===== src/rtl/serial_bus_slave_mem.sv =====
// Bit-serial bus slave with burst access to a local word memory.
// Optional build macro SERIAL_SLAVE_PARITY_EN adds an even-parity bit after each data word.
module serial_bus_slave_mem #(
    parameter int unsigned ADDR_WIDTH     = 12,
    parameter int unsigned DATA_WIDTH     = 8,
    parameter int unsigned BURST_WIDTH    = 4,
    parameter int unsigned MEM_ADDR_WIDTH = 6
) (
    input  logic clk,
    input  logic reset,
    input  logic read_en,
    input  logic write_en,
    input  logic master_valid,
    input  logic master_ready,
    output logic slave_valid,
    output logic slave_ready,
    input  logic rx_address,
    input  logic rx_burst,
    input  logic rx_data,
    output logic tx_data,
    output logic rx_done,
    output logic slave_tx_done,
    output logic bus_error
);
    localparam int unsigned MEM_DEPTH = 2 ** MEM_ADDR_WIDTH;
`ifdef SERIAL_SLAVE_PARITY_EN
    localparam int unsigned PAR_BITS = 1;
`else
    localparam int unsigned PAR_BITS = 0;
`endif
    localparam int unsigned SH_W    = DATA_WIDTH + PAR_BITS;
    localparam int unsigned CNT_MAX = (ADDR_WIDTH > SH_W) ? ADDR_WIDTH : SH_W;
    localparam int unsigned CNT_W   = $clog2(CNT_MAX + 1);

    localparam logic [CNT_W-1:0] ADDR_LAST  = CNT_W'(ADDR_WIDTH - 1);
    localparam logic [CNT_W-1:0] WORD_LAST  = CNT_W'(SH_W - 1);
    localparam logic [CNT_W-1:0] IDX_BITS   = CNT_W'(MEM_ADDR_WIDTH);
    localparam logic [CNT_W-1:0] BURST_BITS = CNT_W'(BURST_WIDTH);

    typedef enum logic [2:0] {IDLE, ADDR, WDATA, RLOAD, RDATA} state_e;

    state_e                    state_q, state_d;
    logic                      mode_wr_q, mode_wr_d;
    logic [CNT_W-1:0]          bit_cnt_q, bit_cnt_d;
    logic [MEM_ADDR_WIDTH-1:0] idx_q, idx_d;
    logic [BURST_WIDTH-1:0]    burst_q, burst_d;
    logic [BURST_WIDTH-1:0]    word_cnt_q, word_cnt_d;
    logic [SH_W-1:0]           data_sh_q, data_sh_d;
    logic                      slave_valid_q, slave_valid_d;
    logic                      slave_ready_q, slave_ready_d;
    logic                      tx_data_q, tx_data_d;
    logic                      rx_done_q, rx_done_d;
    logic                      slave_tx_done_q, slave_tx_done_d;
    logic                      bus_error_q, bus_error_d;

    logic [DATA_WIDTH-1:0]     mem [MEM_DEPTH];
    logic [SH_W-1:0]           data_in_c;
    logic [DATA_WIDTH-1:0]     rd_word_c;
    logic [SH_W-1:0]           rd_frame_c;
    logic                      word_ok_c;
    logic                      wr_en_c;

    // Incoming bits enter at the MSB so the first (LSB) bit ends up at index 0.
    assign data_in_c = {rx_data, data_sh_q[SH_W-1:1]};
    assign rd_word_c = mem[idx_q];
`ifdef SERIAL_SLAVE_PARITY_EN
    assign word_ok_c  = ~^data_in_c;
    assign rd_frame_c = {^rd_word_c, rd_word_c};
`else
    assign word_ok_c  = 1'b1;
    assign rd_frame_c = rd_word_c;
`endif

    always_comb begin
        state_d         = state_q;
        mode_wr_d       = mode_wr_q;
        bit_cnt_d       = bit_cnt_q;
        idx_d           = idx_q;
        burst_d         = burst_q;
        word_cnt_d      = word_cnt_q;
        data_sh_d       = data_sh_q;
        tx_data_d       = 1'b0;
        rx_done_d       = 1'b0;
        slave_tx_done_d = 1'b0;
        bus_error_d     = 1'b0;
        wr_en_c         = 1'b0;

        case (state_q)
            IDLE: begin
                if (master_valid) begin
                    if (read_en && write_en) begin
                        bus_error_d = 1'b1;
                    end else if (read_en || write_en) begin
                        mode_wr_d  = write_en;
                        idx_d      = {rx_address, idx_q[MEM_ADDR_WIDTH-1:1]};
                        burst_d    = {rx_burst, burst_q[BURST_WIDTH-1:1]};
                        bit_cnt_d  = CNT_W'(1);
                        word_cnt_d = '0;
                        state_d    = ADDR;
                    end
                end
            end
            ADDR: begin
                if (master_valid) begin
                    // Only the low index bits and burst bits are kept; the rest shift past.
                    if (bit_cnt_q < IDX_BITS) begin
                        idx_d = {rx_address, idx_q[MEM_ADDR_WIDTH-1:1]};
                    end
                    if (bit_cnt_q < BURST_BITS) begin
                        burst_d = {rx_burst, burst_q[BURST_WIDTH-1:1]};
                    end
                    if (bit_cnt_q == ADDR_LAST) begin
                        bit_cnt_d = '0;
                        state_d   = mode_wr_q ? WDATA : RLOAD;
                    end else begin
                        bit_cnt_d = bit_cnt_q + CNT_W'(1);
                    end
                end
            end
            WDATA: begin
                if (master_valid) begin
                    data_sh_d = data_in_c;
                    if (bit_cnt_q == WORD_LAST) begin
                        bit_cnt_d   = '0;
                        wr_en_c     = reset && word_ok_c;
                        rx_done_d   = word_ok_c;
                        bus_error_d = ~word_ok_c;
                        if (word_cnt_q == burst_q) begin
                            state_d = IDLE;
                        end else begin
                            word_cnt_d = word_cnt_q + BURST_WIDTH'(1);
                            idx_d      = idx_q + MEM_ADDR_WIDTH'(1);
                        end
                    end else begin
                        bit_cnt_d = bit_cnt_q + CNT_W'(1);
                    end
                end
            end
            RLOAD: begin
                data_sh_d = rd_frame_c;
                tx_data_d = rd_frame_c[0];
                bit_cnt_d = '0;
                state_d   = RDATA;
            end
            RDATA: begin
                tx_data_d = tx_data_q;
                if (master_ready) begin
                    if (bit_cnt_q == WORD_LAST) begin
                        bit_cnt_d = '0;
                        tx_data_d = 1'b0;
                        if (word_cnt_q == burst_q) begin
                            state_d         = IDLE;
                            slave_tx_done_d = 1'b1;
                        end else begin
                            state_d    = RLOAD;
                            word_cnt_d = word_cnt_q + BURST_WIDTH'(1);
                            idx_d      = idx_q + MEM_ADDR_WIDTH'(1);
                        end
                    end else begin
                        bit_cnt_d = bit_cnt_q + CNT_W'(1);
                        data_sh_d = {data_sh_q[0], data_sh_q[SH_W-1:1]};
                        tx_data_d = data_sh_q[1];
                    end
                end
            end
            default: state_d = IDLE;
        endcase

        // Handshake flags follow the state being entered so they line up with it.
        slave_ready_d = (state_d != RLOAD) && (state_d != RDATA);
        slave_valid_d = (state_d == RDATA);
    end

    always_ff @(posedge clk) begin
        if (!reset) begin
            state_q         <= IDLE;
            mode_wr_q       <= 1'b0;
            bit_cnt_q       <= '0;
            idx_q           <= '0;
            burst_q         <= '0;
            word_cnt_q      <= '0;
            data_sh_q       <= '0;
            slave_valid_q   <= 1'b0;
            slave_ready_q   <= 1'b0;
            tx_data_q       <= 1'b0;
            rx_done_q       <= 1'b0;
            slave_tx_done_q <= 1'b0;
            bus_error_q     <= 1'b0;
        end else begin
            state_q         <= state_d;
            mode_wr_q       <= mode_wr_d;
            bit_cnt_q       <= bit_cnt_d;
            idx_q           <= idx_d;
            burst_q         <= burst_d;
            word_cnt_q      <= word_cnt_d;
            data_sh_q       <= data_sh_d;
            slave_valid_q   <= slave_valid_d;
            slave_ready_q   <= slave_ready_d;
            tx_data_q       <= tx_data_d;
            rx_done_q       <= rx_done_d;
            slave_tx_done_q <= slave_tx_done_d;
            bus_error_q     <= bus_error_d;
        end
    end

    // Word storage keeps its contents across reset.
    always_ff @(posedge clk) begin
        if (wr_en_c) begin
            mem[idx_q] <= data_in_c[DATA_WIDTH-1:0];
        end
    end

    assign slave_valid   = slave_valid_q;
    assign slave_ready   = slave_ready_q;
    assign tx_data       = tx_data_q;
    assign rx_done       = rx_done_q;
    assign slave_tx_done = slave_tx_done_q;
    assign bus_error     = bus_error_q;

endmodule


===== config.mk =====
export PLATFORM = sky130hd
export DESIGN_NAME = serial_bus_slave_mem
export DESIGN_NICKNAME = d
export VERILOG_FILES = /design/src/rtl/serial_bus_slave_mem.sv
export SDC_FILE = /design/constraint.sdc
export NUM_CORES = 1
export LEC_CHECK = 0
export ABC_AREA = 1
export BUFFER_PORTS_ARGS = -buffer_cell sky130_fd_sc_hd__clkbuf_2
export CORE_UTILIZATION = 60
export DETAILED_ROUTE_END_ITERATION = 6
export PLACE_DENSITY = 0.85
export SLEW_MARGIN = 20
export SYNTH_ARGS = -nofsm -noshare
export SYNTH_HDL_FRONTEND = slang
export SYNTH_SLANG_ARGS = --single-unit

===== constraint.sdc =====
create_clock -name clk -period 4.44 [get_ports clk]
set_input_delay 0 -clock clk [delete_from_list [all_inputs] [get_ports clk]]
set_output_delay 0 -clock clk [all_outputs]
set_load 0.03 [all_outputs]

==> impl_metrics.ini, run 1 <==
[power_and_ir_drop]
p_leak_nw = 8.606
worst_ir_drop_vdd_v = 0.0003981
powerDensity_nw_per_um2 = 458.5

[clock_tree]
root_buffer = clkbuf_16
cts_setup_buffers = 0
cts-resized-gates = 0
clk_latency_ps = 600
cts_buffer_depth = 3
cts_made_buffers = 51
cts_tree = built
cts_num_sinks = 554
htree_num_levels = 2
cts.clk_slew.worst_paths_ps = 60

[global_route]
grt_use_met2 = 0.4770
grt_max_degree = 257
top_usage_layer = met2
grt_pass1_wl_um = 87050
grt.total_usage = 0.2998
grt_pass1_vias = 15621
grt-ovfl-total = 0
antenna_found_initial = 0
grt_use_met3 = 0.05732
met1_usage = 0.3967

[setup_path]
crit_chain = ha_1 -> nand2_1 -> nor2_1 -> inv_1 -> nor3_4 -> nand4_1 -> nor2_1
path_common_cell = nor2_1
worstSetupStartpointType = flop
crit_fanout = 10
critical-path-top-delay-family = simple AND/OR/NAND/NOR gates
reg2reg_depth = 7
crit_type = flop to flop
slowest_stage = nor2_1
crit_buf_inv = 1
reg2reg_from = bit_cnt_q[1]
worst_ep_arrival_time_ps = 3590
endpoint_kind = flop
slowest_delay_ps = 710
crit_start = bit_cnt_q[1]
cp.depth = 7
crit_required_ps = 4650

[final_layout]
area_growth_pct = 9.129
fillerInstances = 2444
fin_area_um2 = 24770
antenna_cells = 0
multi_input_area_um2 = 5843
drive_gt1_frac = 0.05390
regArea_um2 = 16250
nets = 2049

[sta]
rsz0062_at_grt = no
finalClockSkew_ps = 30.70
finalSetupTns_ps = 0
clock.fmax_mhz = 295.4
fin_crit_ps = 3386
setup_violations = 0
setup_slack_ps = 1054
min_period_over_period = 0.7625
slew_headroom = 0.1609
worst_slew_pin_slew_ps = 1259
finalMaxSlewViolations = 0
hold_viol_final = 0

[die]
core_area_um2 = 36870
die_y_um = 196.5
die-area_um2 = 38610
start_util = 0.6155
die_w_um = 196.5
row_count = 70
io_pins = 15

[placement]
dp_slack_ps = 1162
dpl.hpwl_um = 31270
gp_congestion = 0.8917
place_area_um2 = 23090
io_buffers = 14

[hold_path]
worstHoldPathType = primary input to flop
holdCritStartpoint = master_ready
min_delay_path_depth = 4

[logic_synthesis]
syn_inst = 2062
ys.flop_type = edfxtp_1
synth_top_cell_area_share = 0.6774
synth-edff-count = 512
post-synth-top-count-cell = nand2_1
async_flop_share = 0
syn_area_per_cell_um2 = 11.01
netlist_top_cells_area = edfxtp_1, nand2_1, nand3_1
synth_area_leader_cell = edfxtp_1
synth_nets = 2074
syn-cell-area_um2 = 22700
synth-seq-area-share = 0.7144
ys_seq_elements = 554
synthTopCellsByCount = nand2_1, edfxtp_1, nand3_1
ys_warn_count = 0
synthDistinctLibCells = 25

[detailed_routing]
antenna_left = 0
dr_total_vias = 16273
wirelength_um = 56850
drc = 0
firstDrtPassIters = 6
wl_per_cell_um = 22.02
vias_per_cell = 6.302
dr.first_iter.drc_count = 2831

[outcome]
status = finished, final reports clean

[job]
cap_violations = 0
-- where the power goes --
part	switching (mW)	internal [mW]	total (mW)
Clock	1.85	2.30	4.15
Combinational	1.10	0.397	1.50
Sequential	0.0646	5.64	5.71
-- kinds of logic (layout without fill, tap and decap cells) --
kind of cell	Yosys count	in the layout	synth area share
AND/OR/NAND/NOR	1285	1285	0.2416
buffers and inverters	162	178	0.02833
AO/OA/AOI/OAI	53	53	0.01207
flip-flops	554	554	0.7144
adder cells (fa/ha/maj)	3	3	0.001654
XOR/XNOR	5	5	0.001929
-- worst paths after layout --
| kind | to | slack (ps) |
|---|---|---|
| max | mem[15][3] | 1050 |
| min | slave_tx_done | 300 |
| max reg2reg | mem[15][3] | 1050 |
| min reg2reg | mode_wr_q | 480 |
-- repair_timing --
action | in CTS | in global routing
endpoints found under the hold margin | 27 | 0
setup endpoints to repair | 0 | 0
hold buffers | 11 | 0
-- worst register-to-register path: stages, from the launching register on --
cell and delay, ps:
dfxtp_1 370, ha_1 200, nand2_1 80, nor2_1 300
inv_1 130, nor3_4 610, nand4_1 600, nor2_1 710
-- state kept, by name (all words and copies together), names as in the netlist, 3 cells and up, named ones only --
| name | cells |
|---|---|
| mem | 512 |
| data_sh_q | 8 |
| idx_q | 6 |
| bit_cnt_q | 4 |
| burst_q | 4 |
| word_cnt_q | 4 |
| state_q | 3 |
-- per-stage QoR --
stage	hold WS (ps)	power, mW	util	cells
after floorplan	98.87	6.787	-	2062
after global placement	226.5	7.173	0.6262	2477
after detailed placement	235.9	7.225	0.6262	2477
after CTS	223.0	11.29	0.6716	2582
after global routing	309.7	11.66	0.6717	2582
final	304.3	11.36	0.6717	2582
-- routing by layer --
metal / vias up / share of wire
met5: - / 0
met4: 0 / 0.053
met3: 256 / 0.12
met2: 1299 / 0.47
met1: 7572 / 0.36
li1: 7146 / -
-- placed cells by master, fill, tap and decap left out, drive strengths merged, types with 11 or more instances in the layout --
cell type	netlist	layout
buf	49	12
dlygate4sd3	0	11
inv	43	45
a21oi	30	30
nand3	480	480
o21ai	18	18
nor2	119	119
clkbuf	66	82
clkinv	4	24
dfxtp	42	42
edfxtp	512	512
nand2	663	663
-- final cells by class --
class                      count  area share
clock buffer                  68     0.05572
clock inverter                26    0.007375
inverter                      47    0.007527
multi-input combinational   1346      0.2359
sequential                   554      0.6561
tap                          504     0.02546
timing repair buffer          37     0.01192
Power figures use the tool's default switching activity.
==> run 2, diff against run 1 <==
--- a/config.mk
+++ b/config.mk
@@ -5,9 +5,9 @@
 export SDC_FILE = /design/constraint.sdc
 export NUM_CORES = 1
 export LEC_CHECK = 0
-export ABC_AREA = 1
+export ABC_AREA = 0
 export BUFFER_PORTS_ARGS = -buffer_cell sky130_fd_sc_hd__clkbuf_2
-export CORE_UTILIZATION = 60
+export CORE_UTILIZATION = 57
 export DETAILED_ROUTE_END_ITERATION = 6
 export PLACE_DENSITY = 0.85
 export SLEW_MARGIN = 20
==> constraint.sdc (replaced) <==
create_clock -name clk -period 2.82 [get_ports clk]
set_input_delay 0 -clock clk [delete_from_list [all_inputs] [get_ports clk]]
set_output_delay 0 -clock clk [all_outputs]
set_load 0.03 [all_outputs]
==> run 2 against run 1 <==
Compared with the run above:
- the flow now finishes with violations (design-rule violations)
- sequential power rose by 57%
- cell count fell by 30%
- first-iteration DRC count fell by 38%
- global-route usage fell by 2.5 points
- core utilization barely moved
- via count fell by 27%
- wire length fell by 9.4%
- area after synthesis fell by 3.6%
- total power rose by 51%
- critical path depth did not move
- critical path type unchanged
- critical endpoint is now data_sh_q[2]
- highest routed layer unchanged
==> impl_metrics.ini, run 2 <==
[power_and_ir_drop]
worst_ir_drop_vdd_v = 0.0005112
finalPower_mw = 17.13
powerDensity_nw_per_um2 = 675.2
p_leak_nw = 7.775

[logic_synthesis]
synth_top_cell_area_share = 0.7025
synth-seq-area-share = 0.7409
ys_warn_count = 0
netlist_top_cells_area = edfxtp_1, mux4_2, dfxtp_1
synthTopCellsByCount = edfxtp_1, mux4_2, nor2_1
ys.flop_type = edfxtp_1
synth_nets = 1126
post-synth-top-count-cell = edfxtp_1
ys_seq_elements = 554
synthDistinctLibCells = 56
syn-cell-area_um2 = 21890
syn_area_per_cell_um2 = 19.65
synth-edff-count = 512
synth_area_leader_cell = edfxtp_1
async_flop_share = 0
syn_inst = 1114

[clock_tree]
htree_num_levels = 2
cts.clk_slew.worst_paths_ps = 70
cts_num_sinks = 554
cts_tree = built
cts_made_buffers = 53
cts_buffer_depth = 3
clk_latency_ps = 600
cts_setup_buffers = 0
root_buffer = clkbuf_16

[sta]
finalClockSkew_ps = 23.54
finalMaxSlewViolations = 0
min_period_over_period = 0.9915
worst_slew_pin_slew_ps = 878.9
hold-worst-slack_ps = 41.95
finalSetupTns_ps = 0
setup_slack_ps = 24.00
rsz0062_at_grt = no
hold_viol_final = 0
slew_headroom = 0.4141
fin_crit_ps = 2796
clock.fmax_mhz = 357.7
setup_violations = 0

[detailed_routing]
vias_per_cell = 6.539
drc = 1
antenna_left = 0
wl_per_cell_um = 28.36
wirelength_um = 51530
firstDrtPassIters = 7
dr.first_iter.drc_count = 1753
dr_total_vias = 11881

[global_route]
grt_pass1_wl_um = 76670
grt_pass1_vias = 12050
grt-ovfl-total = 0
antenna_found_initial = 0
grt.total_usage = 0.2752
grt_max_degree = 61

[setup_path]
endpoint_kind = flop
crit_type = flop to flop
crit_required_ps = 3280
worst_ep_arrival_time_ps = 3260
crit_fanout = 7
worstSetupStartpointType = flop

[placement]
io_buffers = 14
place_area_um2 = 23420
dpl.hpwl_um = 30970
dp_slack_ps = -18.72
place_inst = 1708
gp_congestion = 0.8956

[final_layout]
instances_no_fill = 1817
final_cell_mix = edfxtp_1, mux4_2, buf_4
final_core_util = 0.6717
regArea_um2 = 16240
drive_gt1_frac = 0.3025
antenna_cells = 0
mostFrequentLayoutCell = edfxtp_1
multi_input_area_um2 = 5368
fillerInstances = 2242
fin_area_um2 = 25360
largest_register = mem
nets = 1273
top_regs = mem: 512 flops, data_sh_q: 8 flops, idx_q: 6 flops
largest_reg_flops = 512
area_growth_pct = 15.88

[die]
row_count = 71
io_pins = 15
die_w_um = 198.0
die_y_um = 198.0
core_area_um2 = 37760
die-area_um2 = 39180
start_util = 0.5797

[hold_path]
holdCritStartpoint = master_valid
worstHoldPathType = primary input to flop

[job]
cap_violations = 0

[outcome]
status = complete, but fails checks
violations = design-rule violations
run 2: changes by cell type in the layout (fill, tap and decap cells not counted), moves of 8 or more:
cell,change
a211oi_1,+8
mux4_2,+154
buf_12,+8
mux2i_1,+15
nand2_1,-625
nor2_1,-20
nor2b_1,+16
inv_1,-31
bufinv_16,+8
buf_4,+109
nand3_1,-465
o211ai_1,+11
run 2: path summary, 6_finish.rpt:
check	slack, ps	cells past startpoint	end
hold / removal	40	4	state_q[1]
setup / recovery	20	7	data_sh_q[2]
hold reg to reg	480	2	mode_wr_q
setup reg to reg	20	7	data_sh_q[2]
run 2: cell type report:
type,count,area share
Timing Repair Buffer,152,0.04943
Clock inverter,34,0.01628
Inverter,9,0.001332
Multi-Input combinational cell,491,0.2116
Clock buffer,66,0.05590
Tap cell,511,0.02521
Sequential cell,554,0.6402
run 2: layer usage:
layer	up-vias	share of wire	track usage	wire, um
met2	811	0.50	0.4588	25860
met4	0	0.045	0.1160	2320
met3	167	0.093	0.05382	4807
li1	4870	-	-	-
met1	6033	0.36	0.3572	18540
met5	-	0	0	0
run 2: logic make-up (layout without fill, tap and decap cells):
logic type / Yosys count / in the layout / synth area share
flip-flops: 554 / 554 / 0.7409
AND/OR/NAND/NOR: 216 / 216 / 0.04556
multiplexers: 170 / 170 / 0.1658
AO/OA/AOI/OAI: 96 / 96 / 0.02893
buffers and inverters: 69 / 261 / 0.01464
XOR/XNOR: 6 / 6 / 0.002401
adder cells (fa/ha/maj): 3 / 3 / 0.001715
run 2: power by group:
group / internal, mW / switching [mW] / total [mW]
registers: 8.87 / 0.0675 / 8.94
clock network: 4.47 / 2.97 / 7.45
logic: 0.348 / 0.390 / 0.738
run 2: worst max-delay path: stages, from the launching register on:
cell	delay, ps
dfxtp_4	400
buf_12	140
buf_4	190
mux4_2	520
mux4_2	470
nor2b_1	150
a2111oi_1	680
nor3_1	100
run 2: what timing repair did:
action,in CTS,in global routing
hold buffers,9,0
gates cloned,0,0
endpoints found under the setup margin,2,43
gates resized for setup,2,4
hold endpoints to repair,25,0
==> run 3, diff against run 2 <==
--- a/config.mk
+++ b/config.mk
@@ -6,7 +6,7 @@
 export NUM_CORES = 1
 export LEC_CHECK = 0
 export ABC_AREA = 0
-export BUFFER_PORTS_ARGS = -buffer_cell sky130_fd_sc_hd__clkbuf_2
+export BUFFER_PORTS_ARGS = -buffer_cell sky130_fd_sc_hd__buf_2
 export CORE_UTILIZATION = 57
 export DETAILED_ROUTE_END_ITERATION = 6
 export PLACE_DENSITY = 0.85
==> run 3 against run 2 <==
Compared with the run above:
- the run now ends clean
- sequential cell count stayed put
- die area stayed put
- clock skew hardly changed
- worst setup slack better by 32 ps
- critical path depth is 1 lower
- highest routed layer unchanged
- first-iteration DRC count is 21% lower
- via count is 0.13% higher
- register-to-register slack better by 30 ps
- hold slack better by 150 ps
- core utilization is 0.49 points lower
==> impl_metrics.ini, run 3 (synthesis gave the netlist of run 2 again) <==
[sta]
setup_slack_ps = 55.55
setup_violations = 0
hold-worst-slack_ps = 194.7
worst_slew_pin_slew_ps = 926.3
finalClockSkew_ps = 23.81
min_period_over_period = 0.9803
rsz0062_at_grt = no
finalMaxSlewViolations = 0
slew_headroom = 0.3825
fin_crit_ps = 2764
hold_viol_final = 0
clock.fmax_mhz = 361.7
finalSetupTns_ps = 0

[detailed_routing]
wl_per_cell_um = 28.03
dr_total_vias = 11896
firstDrtPassIters = 6
drc = 0
vias_per_cell = 6.587
antenna_left = 0
dr.first_iter.drc_count = 1381
wirelength_um = 50620

[clock_tree]
cts_made_buffers = 54
clk_latency_ps = 600
htree_num_levels = 2
cts.clk_slew.worst_paths_ps = 60
root_buffer = clkbuf_16
cts_buffer_depth = 3
cts_setup_buffers = 0
cts_num_sinks = 554
cts_tree = built

[hold_path]
worstHoldPathType = primary input to flop
holdCritStartpoint = rx_burst

[global_route]
grt_pass1_wl_um = 75850
grt_max_degree = 65
grt.total_usage = 0.2717
grt_pass1_vias = 12026
antenna_found_initial = 0
grt-ovfl-total = 0

[die]
die_y_um = 198.0
start_util = 0.5797
die_w_um = 198.0
io_pins = 15
core_area_um2 = 37760
die-area_um2 = 39180
row_count = 71

[final_layout]
nets = 1263
instances_no_fill = 1806
antenna_cells = 0
mostFrequentLayoutCell = edfxtp_1
drive_gt1_frac = 0.3012
largest_reg_flops = 512
top_regs = mem: 512 flops, data_sh_q: 8 flops, idx_q: 6 flops
largest_register = mem
area_growth_pct = 15.03
final_cell_mix = edfxtp_1, mux4_2, buf_4

[setup_path]
worstSetupStartpointType = flop
worst_ep_arrival_time_ps = 3220
crit_required_ps = 3270
crit_type = flop to flop
crit_fanout = 31
endpoint_kind = flop

[power_and_ir_drop]
p_clk_frac = 0.421
switchingPower_mw = 3.463
p_int_mw = 13.26
seqPwrFrac = 0.534
worst_ir_drop_vdd_v = 0.0004282
p_leak_nw = 7.676
p_sw_frac = 0.2071
p_comb_frac = 0.044
powerDensity_nw_per_um2 = 664.3

[placement]
place_inst = 1695
io_buffers = 14
gp_congestion = 0.9327
dpl.hpwl_um = 30840
dp_slack_ps = 112.7

[job]
cap_violations = 0

[outcome]
status = finished, final reports clean
## run 3: cell types whose count changed in the layout (fill, tap and decap cells not counted), moves of 5 or more
cell / before / now
clkinv_2: 8 / 14
buf_2: 0 / 14
clkinvlp_4: 2 / 7
bufinv_16: 10 / 4
buf_4: 119 / 108
clkbuf_2: 14 / 0
clkbuf_1: 11 / 6
## run 3: critical path, stage by stage, from the launching register on
cell and delay (ps):
dfxtp_4 450, buf_12 260, mux4_2 590, mux4_2 530
nor2b_1 160, a211oi_1 450, nor3_1 140
## run 3: power by group through the flow
stage	logic, mW	registers, mW	clock network (mW)
6_report	0.744	8.94	7.04
5_1_grt	0.783	8.94	7.44
4_1_cts	0.736	8.93	7.12
3_5_place_dp	0.713	9.11	0
3_3_place_gp	0.695	9.10	0
2_1_floorplan	0.513	9.07	0
## run 3: final timing paths
| check | to | slack [ps] | cells after the start |
|---|---|---|---|
| worst min register to register | bit_cnt_q[1] | 500 | 2 |
| worst min-delay path | burst_q[3] | 190 | 4 |
| worst max-delay path | data_sh_q[6] | 60 | 6 |
| worst max register to register | data_sh_q[6] | 60 | 6 |
## run 3: layout make-up
type,count,area (um2)
clock buffer,63,1449
clock inverter,37,297.8
fill,2252,12580
inverter,9,33.78
multi-input combinational,491,5368
sequential,554,16240
tap,511,639.4
timing repair buffer,141,1151
## run 3: routing by layer
layer / track usage / wire, um / vias up
li1: - / - / 4849
met4: 0.1174 / 2185 / 0
met2: 0.4294 / 24540 / 863
met1: 0.3579 / 18110 / 6026
met3: 0.07477 / 5787 / 158
met5: 0 / 0 / -
## run 3: stage by stage
stage                       util  area [um2]  power, mW
after floorplan                -       21890      9.579
after global placement    0.6172       23300      9.798
after detailed placement  0.6174       23310      9.821
after CTS                 0.6665       25170      16.79
after global routing      0.6668       25180      17.16
final                     0.6668       25180      16.72
## run 3: timing repair
item | in CTS | in global routing
endpoints found under the hold margin | 34 | 0
gates resized for setup | 0 | 3
hold buffers | 11 | 0
setup endpoints to repair | 0 | 84
